**src/rtl/ika9958_cgen.sv**
```systemverilog
// Clock-enable generator: NCH divided clocks with runtime ratio/phase,
// edge strobes, external sync realignment and a sync watchdog.
module ika9958_cgen #(
    parameter int NCH   = 3,
    parameter int DIVW  = 4,
    parameter int LOCKW = 8
) (
    input  logic                i_XTAL1,
    input  logic                i_RST,
    input  logic                i_CEN,
    input  logic                i_SYNC_n,
    input  logic                i_SYNC_EN,
    input  logic [NCH*DIVW-1:0] i_DIV,
    input  logic [NCH*DIVW-1:0] i_PHASE,
    output logic [NCH-1:0]      o_CLK,
    output logic [NCH-1:0]      o_PCEN,
    output logic [NCH-1:0]      o_NCEN,
    output logic                o_LOCKED
);

    logic [NCH-1:0][DIVW-1:0] cnt_q, cnt_d;
    logic [NCH-1:0][DIVW-1:0] div_q, div_d;
    logic [NCH-1:0]           clk_q, clk_d;
    logic [NCH-1:0]           tc;
    logic [LOCKW-1:0]         wdog_q, wdog_d;
    logic                     locked_q, locked_d;
    logic                     sync_q;
    logic                     sync_fall;
    logic [DIVW-1:0]          dv;
    logic [DIVW-1:0]          ph;

    assign sync_fall = i_SYNC_EN & sync_q & ~i_SYNC_n;

    always_comb begin
        cnt_d = cnt_q;
        div_d = div_q;
        clk_d = clk_q;
        tc    = '0;
        dv    = '0;
        ph    = '0;
        for (int k = 0; k < NCH; k++) begin
            dv    = i_DIV[k*DIVW +: DIVW];
            ph    = i_PHASE[k*DIVW +: DIVW];
            tc[k] = (cnt_q[k] == div_q[k]);
            if (sync_fall) begin
                // Phase beyond the ratio would overshoot terminal count.
                cnt_d[k] = (ph > dv) ? dv : ph;
                clk_d[k] = 1'b0;
                div_d[k] = dv;
            end else if (i_CEN) begin
                if (tc[k]) begin
                    cnt_d[k] = '0;
                    clk_d[k] = ~clk_q[k];
                    div_d[k] = dv;
                end else begin
                    cnt_d[k] = cnt_q[k] + 1'b1;
                end
            end
        end
    end

    always_comb begin
        wdog_d   = wdog_q;
        locked_d = locked_q;
        if (!i_SYNC_EN) begin
            wdog_d   = '0;
            locked_d = 1'b0;
        end else if (sync_fall) begin
            wdog_d   = '0;
            locked_d = 1'b1;
        end else if (i_CEN) begin
            if (wdog_q != '1) begin
                wdog_d = wdog_q + 1'b1;
            end
            if (wdog_d == '1) begin
                locked_d = 1'b0;
            end
        end
    end

    always_ff @(posedge i_XTAL1) begin
        if (i_RST) begin
            cnt_q    <= '0;
            clk_q    <= '0;
            div_q    <= i_DIV;
            sync_q   <= 1'b1;
            wdog_q   <= '0;
            locked_q <= 1'b0;
        end else begin
            cnt_q    <= cnt_d;
            clk_q    <= clk_d;
            div_q    <= div_d;
            sync_q   <= i_SYNC_n;
            wdog_q   <= wdog_d;
            locked_q <= locked_d;
        end
    end

    // A sync-forced drop still reports a falling edge; a pending rise is cancelled.
    assign o_PCEN   = {NCH{i_CEN & ~i_RST & ~sync_fall}} & ~clk_q & tc;
    assign o_NCEN   = {NCH{i_CEN & ~i_RST}} & clk_q & (tc | {NCH{sync_fall}});
    assign o_CLK    = clk_q;
    assign o_LOCKED = locked_q;

endmodule

```
**config.mk**
```make
export PLATFORM = sky130hd
export DESIGN_NAME = ika9958_cgen
export DESIGN_NICKNAME = d
export VERILOG_FILES = /design/src/rtl/ika9958_cgen.sv
export SDC_FILE = /design/constraint.sdc
export NUM_CORES = 1
export LEC_CHECK = 0
export ABC_CLOCK_PERIOD_IN_PS = 3800
export CAP_MARGIN = 10
export CORE_MARGIN = 2
export CORE_UTILIZATION = 56
export CTS_CLUSTER_SIZE = 28
export DETAILED_ROUTE_END_ITERATION = 10
export GPL_ROUTABILITY_DRIVEN = 0
export HOLD_SLACK_MARGIN = 0.1
export PLACE_DENSITY = 0.89
export SYNTH_ARGS = -nofsm -noshare
export SYNTH_HDL_FRONTEND = slang
export SYNTH_SLANG_ARGS = --single-unit
```
**constraint.sdc**
```tcl
create_clock -name i_XTAL1 -period 3.8 [get_ports i_XTAL1]
set_clock_uncertainty 0.2 [all_clocks]
set_input_delay 0.76 -clock i_XTAL1 [delete_from_list [all_inputs] [get_ports i_XTAL1]]
set_output_delay 0.76 -clock i_XTAL1 [all_outputs]
set_load 0.005 [all_outputs]
```
# Word level (Yosys, flattened, before mapping)
# Index checks and enable logic that the tools add are counted.
[totals] register_bits=37 latchBits=0 ram_bits=0 rom_bits=0 input_bits=29 out_inout_bits=10 mem_count=0
[classes] addsub=4 mul=0 div=0 n_lt_le_gt_ge=3 eq_ne=5 shifts=0 n_mux=29 bitwise_logic=17 reduce_logical=16
[ops] cell="$mux W4" count=21
[ops] cell="$mux W8" count=4
[ops] cell="$reduce_and A2 Y1" count=7
[ops] cell="$add A4 B1 Y4 const B" count=3
[ops] cell="$and A3 B3 Y3" count=4
[ops] cell="$eq A4 B4 Y1" count=3
[ops] cell="$gt A4 B4 Y1" count=3
[ops] cell="$mux W12" count=1
[ops] cell="$reduce_bool A3 Y1" count=4
[ops] cell="$add A8 B1 Y8 const B" count=1
[ops] cell="$eq A8 B8 Y1 const B" count=1
[ops] cell="$ne A8 B8 Y1 const B" count=1
[ops] cell="$not A1 Y1" count=7
[ops] cell="$and A1 B1 Y1" count=4
[ops] cell="$reduce_bool A2 Y1" count=2
[ops] cell="$reduce_or A2 Y1" count=2
[ops] cell="$mux W1" count=3
[ops] cell="$not A3 Y3" count=1
[ops] cell="$or A3 B3 Y3" count=1
[ops] cell="$reduce_or A3 Y1" count=1

# Longest topological paths before layout
[depth] word_depth=9 ltp_mapped=7

# Worst setup path after synthesis
# Ideal clock, no wire load.
[synth_path] kind="in2out" start="input i_SYNC_n" end="output o_NCEN[0]" t_arrival_ps=1633 t_required_ps=2840 setup_slack_ps=1207 cell_stages=5 cell_sequence="nor2b_1 and2_1 buf_2 clkbuf_1 o211a_1"
[synth_via] elab_chain_cells=4
[synth_lines] item="start: declaration" line="11" rtl="input logic i_SYNC_n,"
[synth_lines] item="$not A1 Y1" line="32" rtl="assign sync_fall = i_SYNC_EN & sync_q & ~i_SYNC_n;"
[synth_lines] item="$and A1 B1 Y1" line="32"
[synth_lines] item="$or A3 B3 Y3" line="101" rtl="assign o_NCEN = {NCH{i_CEN & ~i_RST}} & clk_q & (tc | {NCH{sync_fall}});"
[synth_lines] item="$and A3 B3 Y3" line="101"
[synth_lines] item="end: declaration" line="17" rtl="output logic [NCH-1:0] o_NCEN,"
# No other way between the ends.

# Worst setup path after layout
[layout_path] start="input i_CEN" end="output o_PCEN[1]"
[layout_via] elab_chain_cells=4
[layout_lines] item="start: declaration" line="10" rtl="input logic i_CEN,"
[layout_lines] item="$and A1 B1 Y1 (2 in a row)" line="100" rtl="assign o_PCEN = {NCH{i_CEN & ~i_RST & ~sync_fall}} & ~clk_q & tc;"
[layout_lines] item="$and A3 B3 Y3 (2 in a row)" line="100"
[layout_lines] item="end: declaration" line="16" rtl="output logic [NCH-1:0] o_PCEN,"
# No other way between the ends.

==> run_results.csv <==
group,metric,value,unit
status,outcome,"complete, no violations",
pwr,power_frac_comb,21.9,%
grt,grt_pass1_wl,8549,um
worst_setup_path,critPathCaptureType,"primary output",
cells_and_area,layout-drive-gt1-share,6.419,%
cts,cts_sinks,37,
timing,setup_tns,0,ns
floorplanning,coreArea,0.004086,sq mm
timing,fmax,284.6,MHz
worst_setup_path,path_buf_inv,3,
synthesis,synth_top_area_share,20.73,%
cts,cts_tree,"yes",
floorplanning,io_pins,39,
pwr,ir_drop,0.2168,mV
cells_and_area,layout_commonest_cell,"clkdlybuf4s50_1",
worst_setup_path,path_cells,"clkdlybuf4s50_1 -> inv_1 -> nor2_1 -> nand2b_1 -> nor3b_1 -> clkdlybuf4s50_1",
synthesis,syn_inst,260,
synthesis,synth_largest_area_cell,"dfxtp_1",
pwr,power_density,326.5,mW/mm^2
grt,busiest_layer,"met2",
synthesis,ys_warn_count,0,
worst_setup_path,cpMostUsedCell,"clkdlybuf4s50_1",
floorplanning,die_area,0.004853,sq mm
pwr,switchingPower,271.6,uW
timing,rsz0062_at_grt,"no",
grt,antenna_found_initial,0,
pwr,seq_power_share,48.0,%
cells_and_area,post-route-util,71.71,%
cells_and_area,layout_common_cells,"clkdlybuf4s50_1 (38), dfxtp_1 (25), nand2_1 (20), nor2_1 (19), a211oi_1 (19)",
floorplanning,die_h,69.67,um
cells_and_area,syn2layout_area_growth,21.35,%
timing,fin_crit,3.514,ns
grt,met2_usage,39.10,%
synthesis,synthTopCellsByArea,"dfxtp_1 (21%), edfxtp_1 (15%), ha_1 (8.3%), mux2i_1 (7.0%), xor2_1 (6.5%)",
worst_setup_path,r2r_slack,1.64,ns
cts,cts_buffers,5,
pwr,power_frac_clock,30.1,%
worst_setup_path,crit_type,"input port to primary output",
grt,use_met3,5.669,%
synthesis,syn_avg_cell_area,9.288,sq um
drt,wl_per_cell,14.75,um
synthesis,ys_seq_elements,37,
worst_setup_path,worstPathMaxFanout,4,
cts,clk_latency,0.30,ns
cells_and_area,multi_input_area,0.001441,sq mm
min_path,hold_class,"flip-flop to flip-flop",
floorplanning,die_x,69.67,um
job,max-cap-violations,0,
pwr,power.leakage,1.167,nW
drt,drt_wl_total,5105,um
cts,h-tree-depth,2,
cells_and_area,seqCellArea,860.8,sq um
synthesis,syn_nets,305,
grt,gr-usage-all-layers,22.14,%
cells_and_area,nets,340,
drt,drc,0,
worst_setup_path,slowest_delay,0.54,ns
cts,clkTransAtPathRegs,0.07,ns
drt,vias,2033,
cells_and_area,fillerInstances,302,
cells_and_area,diodes,0,
grt,grt_pass1_vias,1883,
worst_setup_path,required,2.84,ns
worst_setup_path,critical-path-top-delay-family,"buffers and inverters",
grt,grt_max_degree,32,
timing,post-route-period-util,92.47,%
drt,avgViaCountPerCell,5.876,
drt,drt_pass1_iterations,4,
timing,hold_viol,0,
worst_setup_path,start_kind,"input port",
grt,use_met1,26.47,%
drt,ant_nets,0,
drt,drtIter0Drc,254,
timing,setup_violations,0,
cts,ctsHoldBuffers,0,
grt,gr-total-overflow,0,
timing,worstMarginPinSlew,0.4814,ns
cts,postCtsSetupBuffers,0,
floorplanning,placementRows,23,
timing,relSlewSlack,67.67,%
floorplanning,initial_core_util,59.09,%
pwr,swShare,28.38,%
synthesis,synth.distinct_cells,45,
worst_setup_path,slowest_stage,"clkdlybuf4s50_1",
place,hpwl,3738,um
cts,cts_resized,0,
synthesis,syn_area,0.002415,sq mm
worst_setup_path,arrival,2.55,ns
timing,finalMaxSlewViolations,0,
place,io_buffers,38,
synthesis,seq_area_frac_synth,35.65,%
pwr,internal-power,685.3,uW
cts,cts_root_buf,"clkbuf_8",
cts,clk_path_buf_depth,2,
-- tightest hold or removal path: cells and delay by family (launching register included) --
kind	cells	cell delay (ns)
DFF	1	0.32
AOI/OAI and AO/OA	2	0.21
-- layer usage --
layer	up-vias	part of all wire, %
li1	1028	-
met1	933	41
met2	65	52
met3	7	5.6
met4	0	1.4
met5	-	0
-- state kept, by name, indices dropped and copies added, names as in the netlist --
| register | count |
|---|---|
| sync_q | 1 |
| div_q | 12 |
| wdog_q | 8 |
| o_CLK | 3 |
| o_LOCKED | 1 |
| cnt_q | 12 |
-- stage by stage --
| step | worst slack [ns] | area (sq um) | instances | hold WS, ns | power, mW |
|---|---|---|---|---|---|
| final | 0.2861 | 2930 | 346 | 0.3635 | 0.9569 |
| after global routing | 0.2083 | 2930 | 346 | 0.4040 | 1.002 |
| after CTS | 0.2500 | 2930 | 346 | 0.3699 | 0.9614 |
| after detailed placement | 0.2557 | 2840 | 338 | 0.3510 | 0.6776 |
| after global placement | 0.2393 | 2840 | 338 | 0.3567 | 0.6672 |
| after floorplan | 1.207 | 2415 | 260 | 0.3283 | 0.6024 |
-- final timing paths --
kind / from / endpoint / cells past startpoint
min reg2reg: o_LOCKED / o_LOCKED / 2
max: i_CEN / o_PCEN[1] / 6
max reg2reg: wdog_q[0] / wdog_q[4] / 6
min: o_LOCKED / o_LOCKED / 2
-- cell type report --
cell class                      instances  share of cell area (%)
Clock buffer                            8                   3.074
Timing Repair Buffer                   42                   14.43
Inverter                               14                   1.793
Tap cell                               50                   2.135
Multi-Input combinational cell        195                   49.19
Sequential cell                        37                   29.38
-- power by group through the flow --
stage / Clock (mW) / Sequential, mW / Combinational [mW]
floorplan: 0 / 0.463 / 0.140
global placement: 0 / 0.466 / 0.201
detailed placement: 0 / 0.468 / 0.210
CTS: 0.291 / 0.459 / 0.211
global route: 0.308 / 0.462 / 0.232
finish: 0.288 / 0.459 / 0.209
-- synthesized netlist by cell type, drive strengths merged --
master and count:
o22ai 2, a211oi 19, nand3b 2, a221oi 1, or2 1, xor2 18, nor4b 1, o211a 3
a32oi 1, o32ai 1, dfxtp 25, o221ai 2, ha 16, nand4b 1, nand4 5, mux2i 17
a31oi 1, nand3 8, a21oi 8, nand2b 4, xnor2 2, nor3b 4, nand2 21, clkbuf 7
inv 14, o41ai 1, and2 2, o31a 2, a32o 1, nor3 8, nor2 19, and4b 1
nor2b 5, o21a 3, o21ai 8, o31ai 2, buf 7, nor4 5, edfxtp 12
-- kinds of logic (layout without fill, tap and decap cells) --
family                     after synthesis  after routing  share of synthesized area (%)
xor gates and xnor gates                20             20                          7.254
muxes                                   17             17                          7.046
AOI/OAI and AO/OA                       55             55                          16.27
buffers and inverters                   28             64                          4.663
DFF                                     37             37                          35.65
adders and majority gates               16             16                          8.290
and+or+nand+nor                         87             87                          20.83
Note: power is estimated with default switching activity, not from simulation.
